[src/rtl/eq_sched_pkg.sv]
// Shared definitions for the two-model equivalence step scheduler.
//   phase_e   : scheduler phase encoding, also driven out on the phase port
//   DefDataW  : default stream data width
//   DefCntW   : default width of the cycle and match counters
//   start_ok(): phases in which a start pulse launches a new run
package eq_sched_pkg;

  localparam int unsigned DefDataW = 8;
  localparam int unsigned DefCntW  = 16;

  typedef enum logic [2:0] {
    StIdle  = 3'd0,
    StRun   = 3'd1,
    StDrain = 3'd2,
    StCheck = 3'd3,
    StDone  = 3'd4
  } phase_e;

  function automatic logic start_ok(input phase_e p);
    return (p == StIdle) || (p == StDone);
  endfunction

endpackage

[src/rtl/eq_sync_fifo.sv]
// Synchronous FIFO that buffers one model's output stream.
//   clk, rst_n : clock, asynchronous active-low reset
//   clr        : synchronous flush (takes priority over push/pop)
//   push/wdata : write one entry (ignored when full)
//   pop/rdata  : read one entry (ignored when empty); rdata shows the head
//   full/empty : occupancy flags
// DEPTH must be a power of two so the pointers wrap naturally.
module eq_sync_fifo #(
  parameter int unsigned DATA_W = 8,
  parameter int unsigned DEPTH  = 4
) (
  input  logic              clk,
  input  logic              rst_n,
  input  logic              clr,
  input  logic              push,
  input  logic [DATA_W-1:0] wdata,
  input  logic              pop,
  output logic [DATA_W-1:0] rdata,
  output logic              full,
  output logic              empty
);

  localparam int unsigned AW = (DEPTH > 1) ? $clog2(DEPTH) : 1;
  localparam logic [AW:0] FullCnt = (AW + 1)'(DEPTH);

  logic [DATA_W-1:0] mem_q [DEPTH];
  logic [AW-1:0]     wptr_q, rptr_q;
  logic [AW:0]       cnt_q, cnt_d;
  logic              push_en, pop_en;

  assign full    = (cnt_q == FullCnt);
  assign empty   = (cnt_q == '0);
  assign push_en = push & ~full;
  assign pop_en  = pop & ~empty;
  assign rdata   = mem_q[rptr_q];

  always_comb begin
    cnt_d = cnt_q;
    unique case ({push_en, pop_en})
      2'b10:   cnt_d = cnt_q + (AW + 1)'(1);
      2'b01:   cnt_d = cnt_q - (AW + 1)'(1);
      default: cnt_d = cnt_q;
    endcase
  end

  always_ff @(posedge clk or negedge rst_n) begin
    if (!rst_n) begin
      wptr_q <= '0;
      rptr_q <= '0;
      cnt_q  <= '0;
    end else if (clr) begin
      wptr_q <= '0;
      rptr_q <= '0;
      cnt_q  <= '0;
    end else begin
      if (push_en) wptr_q <= wptr_q + AW'(1);
      if (pop_en)  rptr_q <= rptr_q + AW'(1);
      cnt_q <= cnt_d;
    end
  end

  // Storage needs no reset: only entries behind a valid count are ever read.
  always_ff @(posedge clk) begin
    if (push_en && !clr) mem_q[wptr_q] <= wdata;
  end

endmodule

[src/rtl/eq_step_sched.sv]
// Equivalence-run sequencer for a high-level model A and a detailed model B.
// Broadcasts each input beat to both models in lockstep, gives each model a step enable
// instead of a gated clock, buffers both output streams and compares them beat by beat.
//   clk, rst_n                 : clock, asynchronous active-low reset
//   start                      : begin a run (honoured in IDLE and DONE only)
//   in_tdata/in_tvalid/in_tready : shared input stream
//   a_step, b_step             : per-model step enables
//   x_in_tvalid / x_in_tready  : input handshake towards model x (data is in_tdata)
//   x_out_tdata/tvalid/tready  : output stream from model x
//   a_complete, b_complete     : model reports run finished
//   phase, cyc_cnt, match_cnt  : status: FSM phase, RUN cycles, equal beats
//   mismatch, done             : sticky divergence flag, run finished
// Optional: define EQ_TRACE_EN to add mm_idx/mm_a/mm_b, capturing the first data mismatch.
module eq_step_sched
  import eq_sched_pkg::*;
#(
  parameter int unsigned DATA_W    = DefDataW,
  parameter int unsigned OUT_DEPTH = 4,
  parameter int unsigned MAX_CYC   = 16,
  parameter int unsigned CNT_W     = DefCntW
) (
  input  logic              clk,
  input  logic              rst_n,
  input  logic              start,
  input  logic [DATA_W-1:0] in_tdata,
  input  logic              in_tvalid,
  output logic              in_tready,
  output logic              a_step,
  output logic              b_step,
  output logic              a_in_tvalid,
  output logic              b_in_tvalid,
  input  logic              a_in_tready,
  input  logic              b_in_tready,
  input  logic [DATA_W-1:0] a_out_tdata,
  input  logic [DATA_W-1:0] b_out_tdata,
  input  logic              a_out_tvalid,
  input  logic              b_out_tvalid,
  output logic              a_out_tready,
  output logic              b_out_tready,
  input  logic              a_complete,
  input  logic              b_complete,
  output logic [2:0]        phase,
  output logic [CNT_W-1:0]  cyc_cnt,
  output logic [CNT_W-1:0]  match_cnt,
  output logic              mismatch,
  output logic              done
`ifdef EQ_TRACE_EN
  ,
  output logic [CNT_W-1:0]  mm_idx,
  output logic [DATA_W-1:0] mm_a,
  output logic [DATA_W-1:0] mm_b
`endif
);

  localparam logic [CNT_W-1:0] CycMax = CNT_W'(MAX_CYC - 1);

  phase_e            phase_q;
  logic [CNT_W-1:0]  cyc_q, match_q;
  logic              mismatch_q;

  logic              in_run, in_cap, run_start;
  logic              a_full, a_empty, b_full, b_empty;
  logic [DATA_W-1:0] a_head, b_head;
  logic              a_push, b_push, cmp, cmp_eq, fire;

  assign in_run    = (phase_q == StRun);
  assign in_cap    = in_run | (phase_q == StDrain);
  assign run_start = start & start_ok(phase_q);

  // Steps are decoded straight from the phase register so an async reset drops them at once.
  assign a_step = in_run & ~a_complete & ~a_full;
  assign b_step = in_run & ~b_complete & ~b_full;

  // Ready only when both models can take the beat together; a beat never reaches just one.
  assign in_tready   = in_run & a_step & b_step & a_in_tready & b_in_tready;
  assign fire        = in_tvalid & in_tready;
  assign a_in_tvalid = fire;
  assign b_in_tvalid = fire;

  assign a_out_tready = in_cap & ~a_full;
  assign b_out_tready = in_cap & ~b_full;
  assign a_push       = a_out_tvalid & a_out_tready;
  assign b_push       = b_out_tvalid & b_out_tready;

  assign cmp    = in_cap & ~a_empty & ~b_empty;
  assign cmp_eq = (a_head == b_head);

  eq_sync_fifo #(
    .DATA_W (DATA_W),
    .DEPTH  (OUT_DEPTH)
  ) u_buf_a (
    .clk   (clk),
    .rst_n (rst_n),
    .clr   (run_start),
    .push  (a_push),
    .wdata (a_out_tdata),
    .pop   (cmp),
    .rdata (a_head),
    .full  (a_full),
    .empty (a_empty)
  );

  eq_sync_fifo #(
    .DATA_W (DATA_W),
    .DEPTH  (OUT_DEPTH)
  ) u_buf_b (
    .clk   (clk),
    .rst_n (rst_n),
    .clr   (run_start),
    .push  (b_push),
    .wdata (b_out_tdata),
    .pop   (cmp),
    .rdata (b_head),
    .full  (b_full),
    .empty (b_empty)
  );

  always_ff @(posedge clk or negedge rst_n) begin
    if (!rst_n) begin
      phase_q    <= StIdle;
      cyc_q      <= '0;
      match_q    <= '0;
      mismatch_q <= 1'b0;
    end else begin
      unique case (phase_q)
        StIdle, StDone: begin
          if (start) begin
            phase_q    <= StRun;
            cyc_q      <= '0;
            match_q    <= '0;
            mismatch_q <= 1'b0;
          end
        end
        StRun: begin
          if (cyc_q != CycMax) cyc_q <= cyc_q + CNT_W'(1);
          if ((a_complete && b_complete) || (cyc_q == CycMax)) phase_q <= StDrain;
        end
        StDrain: begin
          if (a_empty || b_empty) phase_q <= StCheck;
        end
        StCheck: begin
          // Leftover beats in either buffer mean the streams differed in length.
          if (!a_empty || !b_empty) mismatch_q <= 1'b1;
          phase_q <= StDone;
        end
        default: phase_q <= StIdle;
      endcase

      // cmp is only possible in RUN/DRAIN, so it never collides with the start clear.
      if (cmp) begin
        if (!cmp_eq)               mismatch_q <= 1'b1;
        else if (match_q != '1)    match_q    <= match_q + CNT_W'(1);
      end
    end
  end

`ifdef EQ_TRACE_EN
  logic [CNT_W-1:0]  mm_idx_q;
  logic [DATA_W-1:0] mm_a_q, mm_b_q;

  always_ff @(posedge clk or negedge rst_n) begin
    if (!rst_n) begin
      mm_idx_q <= '0;
      mm_a_q   <= '0;
      mm_b_q   <= '0;
    end else if (run_start) begin
      mm_idx_q <= '0;
      mm_a_q   <= '0;
      mm_b_q   <= '0;
    end else if (cmp && !cmp_eq && !mismatch_q) begin
      mm_idx_q <= match_q;
      mm_a_q   <= a_head;
      mm_b_q   <= b_head;
    end
  end

  assign mm_idx = mm_idx_q;
  assign mm_a   = mm_a_q;
  assign mm_b   = mm_b_q;
`endif

  assign phase     = phase_q;
  assign cyc_cnt   = cyc_q;
  assign match_cnt = match_q;
  assign mismatch  = mismatch_q;
  assign done      = (phase_q == StDone);

endmodule

[config.mk]
export PLATFORM = sky130hd
export DESIGN_NAME = eq_step_sched
export DESIGN_NICKNAME = d
export VERILOG_FILES = /design/src/rtl/eq_sched_pkg.sv /design/src/rtl/eq_sync_fifo.sv /design/src/rtl/eq_step_sched.sv
export SDC_FILE = /design/constraint.sdc
export NUM_CORES = 1
export LEC_CHECK = 0
export ABC_AREA = 1
export CORE_ASPECT_RATIO = 1.1
export CORE_MARGIN = 3
export CORE_UTILIZATION = 30
export CTS_CLUSTER_SIZE = 30
export DETAILED_ROUTE_END_ITERATION = 16
export PLACE_DENSITY = 0.53
export SLEW_MARGIN = 20
export SYNTH_ARGS = -nofsm -noshare
export SYNTH_HDL_FRONTEND = slang
export SYNTH_SLANG_ARGS = --single-unit
[constraint.sdc]
create_clock -name clk -period 1.97 [get_ports clk]
set_input_delay 0.4925 -clock clk [delete_from_list [all_inputs] [get_ports clk]]
set_output_delay 0.4925 -clock clk [all_outputs]
set_load 0.1 [all_outputs]
# Word-level counts from Yosys, hierarchy flattened

Memory sizes are Yosys's and may differ from the RTL's.
Cells that the tools add are included.

Register bits: 50
Memory bits (writable): 64
Input bits: 34
Memories: 2

Reduce and logical (&&, ||, !) cells: 23
Bitwise operators: 27
Muxes and demuxes: 33
Eq/ne operators: 18
Add/sub/neg operators: 10

Memories:

| memory        | words | width | rd ports | clocked after Yosys merged registers in | write ports | line               | RTL |
|---|---|---|---|---|---|---|---|
| u_buf_a.mem_q | 4     | 8     | 1        | 0                                       | 1           | eq_sync_fifo.sv:26 | `logic [DATA_W-1:0] mem_q [DEPTH];` |
| u_buf_b.mem_q | 4     | 8     | 1        | 0                                       | 1           | eq_sync_fifo.sv:26 |  |

Operators with widths:

| kind                    | number |
|---|---|
| $mux W16                | 7 |
| $add A16 B1 Y16 const B | 2 |
| $pmux W16 S2            | 1 |
| $and A1 B1 Y1           | 20 |
| $eq A16 B4 Y1 const B   | 1 |
| $mux W2                 | 8 |
| $ne A16 B16 Y1 const B  | 1 |
| $ne A16 B4 Y1 const B   | 1 |
| $mux W3                 | 5 |
| $pmux W3 S2             | 2 |
| $pmux W3 S4             | 1 |
| $reduce_bool A2 Y1      | 5 |
| $eq A3 B3 Y1 const B    | 3 |
| $logic_not A3 Y1        | 3 |
| $add A2 B1 Y2 const B   | 4 |
| $eq A8 B8 Y1            | 1 |
| $mux W1                 | 8 |
| $add A3 B1 Y3 const B   | 2 |
| $eq A3 B2 Y1 const B    | 2 |
| $ne A2 B1 Y1 const B    | 3 |
| $not A1 Y1              | 6 |
| $reduce_and A3 Y1       | 2 |
| $reduce_bool A3 Y1      | 2 |
| $sub A3 B1 Y3 const B   | 2 |
| other kinds (10)        | 19 |

# Depth between registers and ports, before layout

Gate-level depths: netlist of the first run.

Word-level depth: 8
Mapped depth: 18
Depth with buffers taken out: 15

# Cells and area by module

A second synthesis of the first run with hierarchy kept.

Cell total of the unflattened synthesis: 706
Area total of the unflattened synthesis: 6,153.4 sq um

Modules (own cells, without submodules):

| module        | seq. area each (sq um) | times used | area an instance (sq um) | cells each |
|---|---|---|---|---|
| eq_sync_fifo  | 1,136.1                | 2          | 1,720.4                  | 147 |
| eq_step_sched | 900.9                  | 1          | 2,712.6                  | 412 |

# Least setup slack after synthesis of the first run

OpenSTA, ideal clock, no wires.

Path type: register to output
Start point: register phase_q[0] (netlist: phase[0])
End point: output b_in_tvalid
Data arrival time: 6,702 ps
Buffers on the path: 2
Cell stages (with the launch flop): 7
Path slack: -5,224 ps
Cell sequence: dfrtp_1 > nand3_1 > clkbuf_1 > nor3_1 > nand2_1 > nor3b_1 > buf_4

Word-level cells in the longest chain between the ends: 8
Elaborated cells on any way between the ends: 10

Ends and longest elaborated chain:

| what                       | line                 | RTL |
|---|---|---|
| start, declared            | eq_step_sched.sv:57  | `phase_e phase_q;` |
| start signal, assigned     | eq_step_sched.sv:120 | `phase_q <= StIdle;` |
| start signal, assigned     | eq_step_sched.sv:128 | `phase_q <= StRun;` |
| start signal, assigned     | eq_step_sched.sv:136 | `if ((a_complete && b_complete) \|\| (cyc_q == CycMax)) phase_q <= StDrain;` |
| $eq A3 B1 Y1               | eq_step_sched.sv:66  | `assign in_run = (phase_q == StRun);` |
| $and A1 B1 Y1 (2 in a row) | eq_step_sched.sv:71  | `assign a_step = in_run & ~a_complete & ~a_full;` |
| named net a_step           | eq_step_sched.sv:28  | `output logic a_step,` |
| $and A1 B1 Y1 (4 in a row) | eq_step_sched.sv:75  | `assign in_tready = in_run & a_step & b_step & a_in_tready & b_in_tready;` |
| $and A1 B1 Y1              | eq_step_sched.sv:76  | `assign fire = in_tvalid & in_tready;` |
| end, declared              | eq_step_sched.sv:31  | `output logic b_in_tvalid,` |

The timed path passes the listed nets, and every way through them passes these cells.

# Final worst setup path of the first run

Start point: register phase_q[2] (netlist: phase[2])
End point: output b_in_tvalid

Word-level cells in the longest chain between the ends: 8
Elaborated cells on any way between the ends: 10

Ends and longest elaborated chain:

| what                         | line |
|---|---|
| $eq A3 B1 Y1 *               | eq_step_sched.sv:66 |
| $and A1 B1 Y1 (2 in a row)   | eq_step_sched.sv:71 |
| $and A1 B1 Y1                | eq_step_sched.sv:75 |
| $and A1 B1 Y1 * (3 in a row) | eq_step_sched.sv:75 |
| $and A1 B1 Y1 *              | eq_step_sched.sv:76 |

Every way passes the cells marked *; elsewhere a longest branch is shown, timed or not.

==> flow_summary.json, run 1 <==
{
  "cp-start-kind": "register",
  "critical-path-top-delay-family": "simple AND/OR/NAND/NOR gates",
  "first_pass_grt_wire_length_um": 26500,
  "slew_viol_final": 0,
  "routed_wl_um": 16670,
  "p_leak_nw": 4.259,
  "synth_common_cells": "289 x sky130_fd_sc_hd__nand2_1, 84 x sky130_fd_sc_hd__nand3_1, 75 x sky130_fd_sc_hd__inv_1",
  "violations_in_the_final_reports": "negative setup slack",
  "initial_utilization_pct": 31.18,
  "timing.critical_path.to_type": "output pin",
  "syn-mean-instance-area_um2": 8.097,
  "timing.final.ws_setup_ns": -0.3551,
  "path_class": "register to output pin",
  "clk_transition_reported_paths_ns": 0.06,
  "dp.final_hpwl_um": 11890,
  "syn2layout_area_growth_pct": 54.16,
  "synthDistinctLibCells": 37,
  "worst_slew_pin_slew_ns": 0.4163,
  "drc": 0,
  "unrepaired_setup_endpoints_after_global_routing": "true",
  "clock_latency_ns": 0.42,
  "synth_largest_area_cell": "sky130_fd_sc_hd__edfxtp_1",
  "numClockSinks": 114,
  "place.detailed.instances": 1148,
  "layout.cells.non_filler": 1206,
  "power_density_relative_to_cell_area_nw_per_um2": 1370,
  "status": "finished with violations",
  "layout_worst_path_cycle_share_pct": 118.0,
  "ys_warn_count": 0,
  "detail_route.vias_per_cell": 4.621,
  "globalRouteTotalUtil_pct": 14.78,
  "worst_clk_skew_ns": 0.01166,
  "cp_slowest_cell": "sky130_fd_sc_hd__dfrtp_4",
  "coreArea_um2": 20200,
  "worstPathArrival_ns": 1.83,
  "postRouteAntennaNets": 0,
  "fin_area_um2": 9712,
  "vias": 5573,
  "io_buffer_count": 69,
  "cts_tree": "built",
  "clock_tree_root_buffer_cell": "sky130_fd_sc_hd__clkbuf_16",
  "clock_path_buffers": 2,
  "finish.utilization_pct": 48.07,
  "post-synth-top-count-cell": "sky130_fd_sc_hd__nand2_1",
  "h_tree_levels": 4,
  "ys_top_cells_by_area": "sky130_fd_sc_hd__edfxtp_1 31%, sky130_fd_sc_hd__dfrtp_1 20%, sky130_fd_sc_hd__nand2_1 17%, sky130_fd_sc_hd__nand3_1 6.7%, sky130_fd_sc_hd__inv_1 4.5%",
  "async_flop_share_pct": 43.86,
  "die_height_um": 158.0,
  "finalSetupViolations": 39,
  "crit_fanout": 4,
  "first_global_vias": 5440,
  "grt_start_max_net_pins": 25,
  "yosys.area.top_type_share_pct": 30.51,
  "nets": 988,
  "hold_violation_total_from_the_final_report": 0,
  "critical_path.max_stage_delay_ns": 0.48,
  "antenna-diode-count": 0,
  "synth_seq_cells": 114,
  "detail_route.iter0.violations": 309,
  "critPathRequiredTime_ns": 1.48,
  "drt_first_pass_iters": 5,
  "final_layout_size_suffix_gt1_share_pct": 31.55,
  "chipWidth_um": 144.2,
  "finalWorstPathRequiredPeriod_ns": 2.325,
  "overflow": 0,
  "ir_drop_worst_case_vdd_mv": 1.917,
  "synth_ff_type": "sky130_fd_sc_hd__edfxtp_1",
  "synth_enable_flop_cells": 64,
  "drt-wirelength-per-cell_um": 13.82,
  "numCtsBuffers": 17,
  "postSynthCellCount": 778,
  "syn-cell-area_um2": 6300,
  "gp_routability_congestion": 0.8375,
  "crit_chain": "inv_4 > nand3_4 > nor3_4 > nand2_2 > nor3b_4 > buf_12",
  "ys_seq_area_share_pct": 50.37,
  "slew_headroom_pct": 72.24,
  "synth_fp_nets": 824,
  "ioPinCount": 78,
  "fp-row-count": 54,
  "placedInstanceArea_um2": 8459,
  "post-place-ws_ns": -0.3170,
  "max-cap-violations": 0,
  "maximum_clock_frequency_mhz": 430.1,
  "die_area_um2": 22780,
  "regToRegSetupSlack_ns": -0.34,
  "antenna_found_initial": 0,
  "worst-path-buf-inv": 2,
  "timing.hold.worst.class": "input port to asynchronous set/reset pin",
  "setup-tns-final_ns": -3.085
}
-- cell families after synthesis --
logic type	share of synthesized area (%)
adder cells (fa/ha/maj)	2.622
AO/OA/AOI/OAI	3.833
flip-flops	50.37
XOR/XNOR	2.363
AND/OR/NAND/NOR	33.27
buffers and inverters	7.547
-- routing by layer --
layer,share of wire [%],routed length (um),vias up,track usage [%]
li1,-,-,2868,-
met1,45,7492,2603,18.71
met2,51,8518,90,25.61
met3,3.1,524,12,3.142
met4,0.82,136,0,3.998
met5,0,0,-,0
-- state kept, by name, indices dropped and copies added (netlist names), 3 cells and up --
name,cells
match_cnt,16
u_buf_b.cnt_q,3
cyc_cnt,16
u_buf_b.mem_q,32
phase,3
u_buf_a.cnt_q,3
u_buf_a.mem_q,32
-- placed cells by master, fill, tap and decap left out, types with 12 or more instances in the layout --
cell,count
sky130_fd_sc_hd__edfxtp_1,64
sky130_fd_sc_hd__xor2_1,16
sky130_fd_sc_hd__nand2_2,31
sky130_fd_sc_hd__nor3_1,12
sky130_fd_sc_hd__dfrtp_2,19
sky130_fd_sc_hd__clkbuf_16,17
sky130_fd_sc_hd__buf_6,15
sky130_fd_sc_hd__nand3_1,69
sky130_fd_sc_hd__nor2_1,41
sky130_fd_sc_hd__nand3_2,15
sky130_fd_sc_hd__nand4_1,14
sky130_fd_sc_hd__clkdlybuf4s50_1,24
sky130_fd_sc_hd__buf_12,63
sky130_fd_sc_hd__o21ai_0,19
sky130_fd_sc_hd__dfrtp_1,24
sky130_fd_sc_hd__buf_4,55
sky130_fd_sc_hd__nor2_4,21
sky130_fd_sc_hd__inv_1,63
sky130_fd_sc_hd__nand2_1,259
sky130_fd_sc_hd__inv_2,13
-- where the power goes --
part | leakage (nW) | switching (W) | internal [W] | total (W)
logic | 2.75 | 0.00410 | 0.00274 | 0.00684
clock network | 0.298 | 0.00106 | 0.00221 | 0.00328
registers | 1.21 | 0.000244 | 0.00294 | 0.00318
-- final timing paths --
check	startpoint	end	cells after the start
min	rst_n	cyc_cnt[3]	2
max in group asynchronous	rst_n	match_cnt[1]	4
min in group clk	u_buf_a.wptr_q[1]	u_buf_a.wptr_q[1]	2
min reg2reg	u_buf_a.wptr_q[1]	u_buf_a.wptr_q[1]	2
max	phase[2]	b_in_tvalid	6
max reg2reg	phase[2]	u_buf_a.cnt_q[2]	15
-- through the flow --
stage	hold WS, ns	total power (W)
global route	0.5577	0.01411
finish	0.5340	0.01330
global placement	0.4542	0.008941
detailed placement	0.4508	0.008995
CTS	0.5277	0.01249
floorplan	0.1969	0.006939
-- layout make-up --
| class | instances | area (um^2) |
|---|---|---|
| flip-flops and latches | 114 | 3223 |
| repair buffers | 161 | 2128 |
| fillers | 1847 | 10490 |
| clock buffers | 18 | 429.2 |
| repair inverters | 2 | 18.77 |
| multi-input cells | 562 | 3042 |
| inverters | 84 | 364.1 |
| well taps | 252 | 315.3 |
| clock inverters | 13 | 191.4 |
-- what timing repair did --
action	4_1_cts	5_1_grt
hold endpoints to repair	3	0
hold buffers	1	0
resized for setup	14	95
pin swaps	7	42
setup buffers	7	19
setup endpoints to repair	24	64
cloned	0	3
Note: power is estimated with default switching activity, not from simulation.
==> run 2: changes to the inputs <==
--- a/constraint.sdc
+++ b/constraint.sdc
@@ -3,2 +3,2 @@
 set_output_delay 0.4925 -clock clk [all_outputs]
-set_load 0.1 [all_outputs]
+set_load 0.05 [all_outputs]
==> run 2 against run 1 <==
  * The run still ends with negative setup slack left
  * Sequential share of layout area rose by 2.4 points
  * Clock power is 6.4% lower
  * Sequential power down 2%
  * Global-route usage down 0.081 points
  * Final area fell by 8.1%
==> flow_summary.json, run 2 (synthesis gave the netlist of run 1 again) <==
{
  "p_switching_w": 0.004709,
  "rr_endpoint": "u_buf_a.cnt_q[2]",
  "path_class": "register to output pin",
  "n_fill_cell": 1932,
  "drt-wirelength-per-cell_um": 13.75,
  "finalWorstPathRequiredPeriod_ns": 2.344,
  "power.share.switching_pct": 39.43,
  "p_comb_share_pct": 48.2,
  "max-cap-violations": 0,
  "nets": 979,
  "numClockSinks": 114,
  "place.detailed.instances": 1146,
  "drt_first_pass_iters": 5,
  "overflow": 0,
  "die_area_um2": 22780,
  "antenna-diode-count": 0,
  "layout_worst_path_cycle_share_pct": 119.0,
  "critPathRequiredTime_ns": 1.48,
  "routed_wl_um": 16480,
  "timing.final.ws_setup_ns": -0.3735,
  "status": "finished with violations",
  "worst_r2r_path_cells": 15,
  "regToRegSetupSlack_ns": -0.17,
  "cts_tree": "built",
  "critical_path.most_common_cell": "sky130_fd_sc_hd__buf_12",
  "final_layout_size_suffix_gt1_share_pct": 26.11,
  "worst_slew_pin_slew_ns": 0.3726,
  "worstPathArrival_ns": 1.85,
  "first_pass_grt_wire_length_um": 26050,
  "chipWidth_um": 144.2,
  "hold_violation_total_from_the_final_report": 0,
  "crit_chain": "inv_2 > nand3_4 > buf_12 > nor3_4 > nand2_4 > nor3b_4 > buf_12",
  "clock_path_buffers": 2,
  "clock_latency_ns": 0.41,
  "p_leak_nw": 4.090,
  "r2r-start": "phase[2]",
  "fp-row-count": 54,
  "die_height_um": 158.0,
  "ioPinCount": 78,
  "setup-tns-final_ns": -1.839,
  "clock_tree_root_buffer_cell": "sky130_fd_sc_hd__clkbuf_16",
  "power_density_relative_to_cell_area_nw_per_um2": 1337,
  "timing.hold.worst.class": "input port to asynchronous set/reset pin",
  "vias": 5483,
  "slew_viol_final": 0,
  "violations_in_the_final_reports": "negative setup slack",
  "ir_drop_worst_case_vdd_mv": 1.155,
  "clk_network_pwr_share_pct": 25.7,
  "antenna_found_initial": 0,
  "gp_routability_congestion": 0.8352,
  "h_tree_levels": 4,
  "placedInstanceArea_um2": 7935,
  "mostFrequentLayoutCells": "266 x sky130_fd_sc_hd__nand2_1, 99 x sky130_fd_sc_hd__buf_4, 81 x sky130_fd_sc_hd__nand3_1, 68 x sky130_fd_sc_hd__inv_1, 64 x sky130_fd_sc_hd__edfxtp_1",
  "worst-path-buf-inv": 3,
  "post-place-ws_ns": -0.3292,
  "postRouteAntennaNets": 0,
  "final_common_cell": "sky130_fd_sc_hd__nand2_1",
  "first_global_vias": 5209,
  "coreArea_um2": 20200,
  "grt_start_max_net_pins": 51,
  "syn2layout_area_growth_pct": 41.75,
  "dp.final_hpwl_um": 11720,
  "worst_clk_skew_ns": 0.008104,
  "finalSetupViolations": 9,
  "crit_fanout": 3,
  "fin_area_um2": 8930,
  "pwr-share-seq_pct": 26.0,
  "cp-start-kind": "register",
  "clk_transition_reported_paths_ns": 0.06,
  "layout.cells.non_filler": 1198,
  "globalRouteTotalUtil_pct": 14.70,
  "unrepaired_setup_endpoints_after_global_routing": "true",
  "cp_slowest_cell": "sky130_fd_sc_hd__dfrtp_2",
  "slew_headroom_pct": 74.93,
  "critical-path-top-delay-family": "simple AND/OR/NAND/NOR gates",
  "detail_route.vias_per_cell": 4.577,
  "io_buffer_count": 69,
  "detail_route.iter0.violations": 374,
  "drc": 0,
  "numCtsBuffers": 17,
  "initial_utilization_pct": 31.18,
  "layout_top_registers": "u_buf_a.mem_q: 32 flops, u_buf_b.mem_q: 32 flops",
  "maximum_clock_frequency_mhz": 426.7,
  "critical_path.max_stage_delay_ns": 0.40,
  "totalPowerFinal_w": 0.01194,
  "timing.critical_path.to_type": "output pin",
  "cellInternalPower_w": 0.007233
}
==> run 2: cell count changes in the layout (fill, tap and decap cells not counted), moves of 6 or more <==
cell and delta:
sky130_fd_sc_hd__nand3_2 -13, sky130_fd_sc_hd__dfrtp_1 +20, sky130_fd_sc_hd__buf_12 -38, sky130_fd_sc_hd__o21ai_0 +6, sky130_fd_sc_hd__dfrtp_2 -13, sky130_fd_sc_hd__dfrtp_4 -7
sky130_fd_sc_hd__o21ai_1 -6, sky130_fd_sc_hd__nand3_1 +12, sky130_fd_sc_hd__nand2_1 +7, sky130_fd_sc_hd__buf_6 -11, sky130_fd_sc_hd__buf_4 +44
==> run 2: worst max path at each step <==
| stage | from | endpoint | slack [ns] | cells after the start |
|---|---|---|---|---|
| final | phase[2] | b_in_tvalid | -0.37 | 7 |
| after global routing | phase[1] | a_in_tvalid | -0.46 | 7 |
| after CTS | phase[2] | b_in_tvalid | -0.39 | 7 |
| after detailed placement | b_complete | b_in_tvalid | -0.33 | 5 |
| after global placement | b_complete | a_in_tvalid | -0.31 | 5 |
| after floorplan | phase[2] | b_in_tvalid | -0.88 | 7 |
==> run 2: metrics by stage <==
step	hold slack [ns]	util (%)
after floorplan	0.1969	-
after global placement	0.5133	39.28
after detailed placement	0.5136	39.28
after CTS	0.05678	42.78
after global routing	0.05740	44.20
final	0.05184	44.20
==> run 2: timing repair <==
| action | 4_1_cts | 5_1_grt |
|---|---|---|
| setup endpoints to repair | 22 | 62 |
| buffers inserted | 11 | 9 |
| resized for setup | 13 | 40 |
| cloned | 0 | 2 |
| hold buffers | 0 | 0 |
| pin swaps | 7 | 12 |
==> run 2: routing by layer <==
| metal | part of all wire [%] | vias to the layer above | GRT usage, % |
|---|---|---|---|
| li1 | - | 2847 | - |
| met1 | 46 | 2522 | 19.16 |
| met2 | 49 | 100 | 24.10 |
| met3 | 3.8 | 14 | 3.323 |
| met4 | 1.3 | 0 | 5.153 |
| met5 | 0 | - | 0 |
==> run 2: power groups by stage <==
stage	sequential, W	clock, W	combinational (W)
after floorplan	0.00339	0	0.00296
after global routing	0.00315	0.00327	0.00633
after detailed placement	0.00315	0	0.00512
after CTS	0.00310	0.00316	0.00535
after global placement	0.00314	0	0.00507
final	0.00311	0.00307	0.00576
==> run 2: layout make-up <==
| class | count | area (um^2) | share of cell area (%) |
|---|---|---|---|
| Clock inverter | 13 | 162.7 | 1.821 |
| Tap cell | 252 | 315.3 | 3.531 |
| Multi-Input combinational cell | 562 | 2938 | 32.90 |
| Inverter | 84 | 341.6 | 3.825 |
| Sequential cell | 114 | 3181 | 35.62 |
| Timing Repair Buffer | 154 | 1559 | 17.46 |
| Clock buffer | 19 | 432.9 | 4.848 |
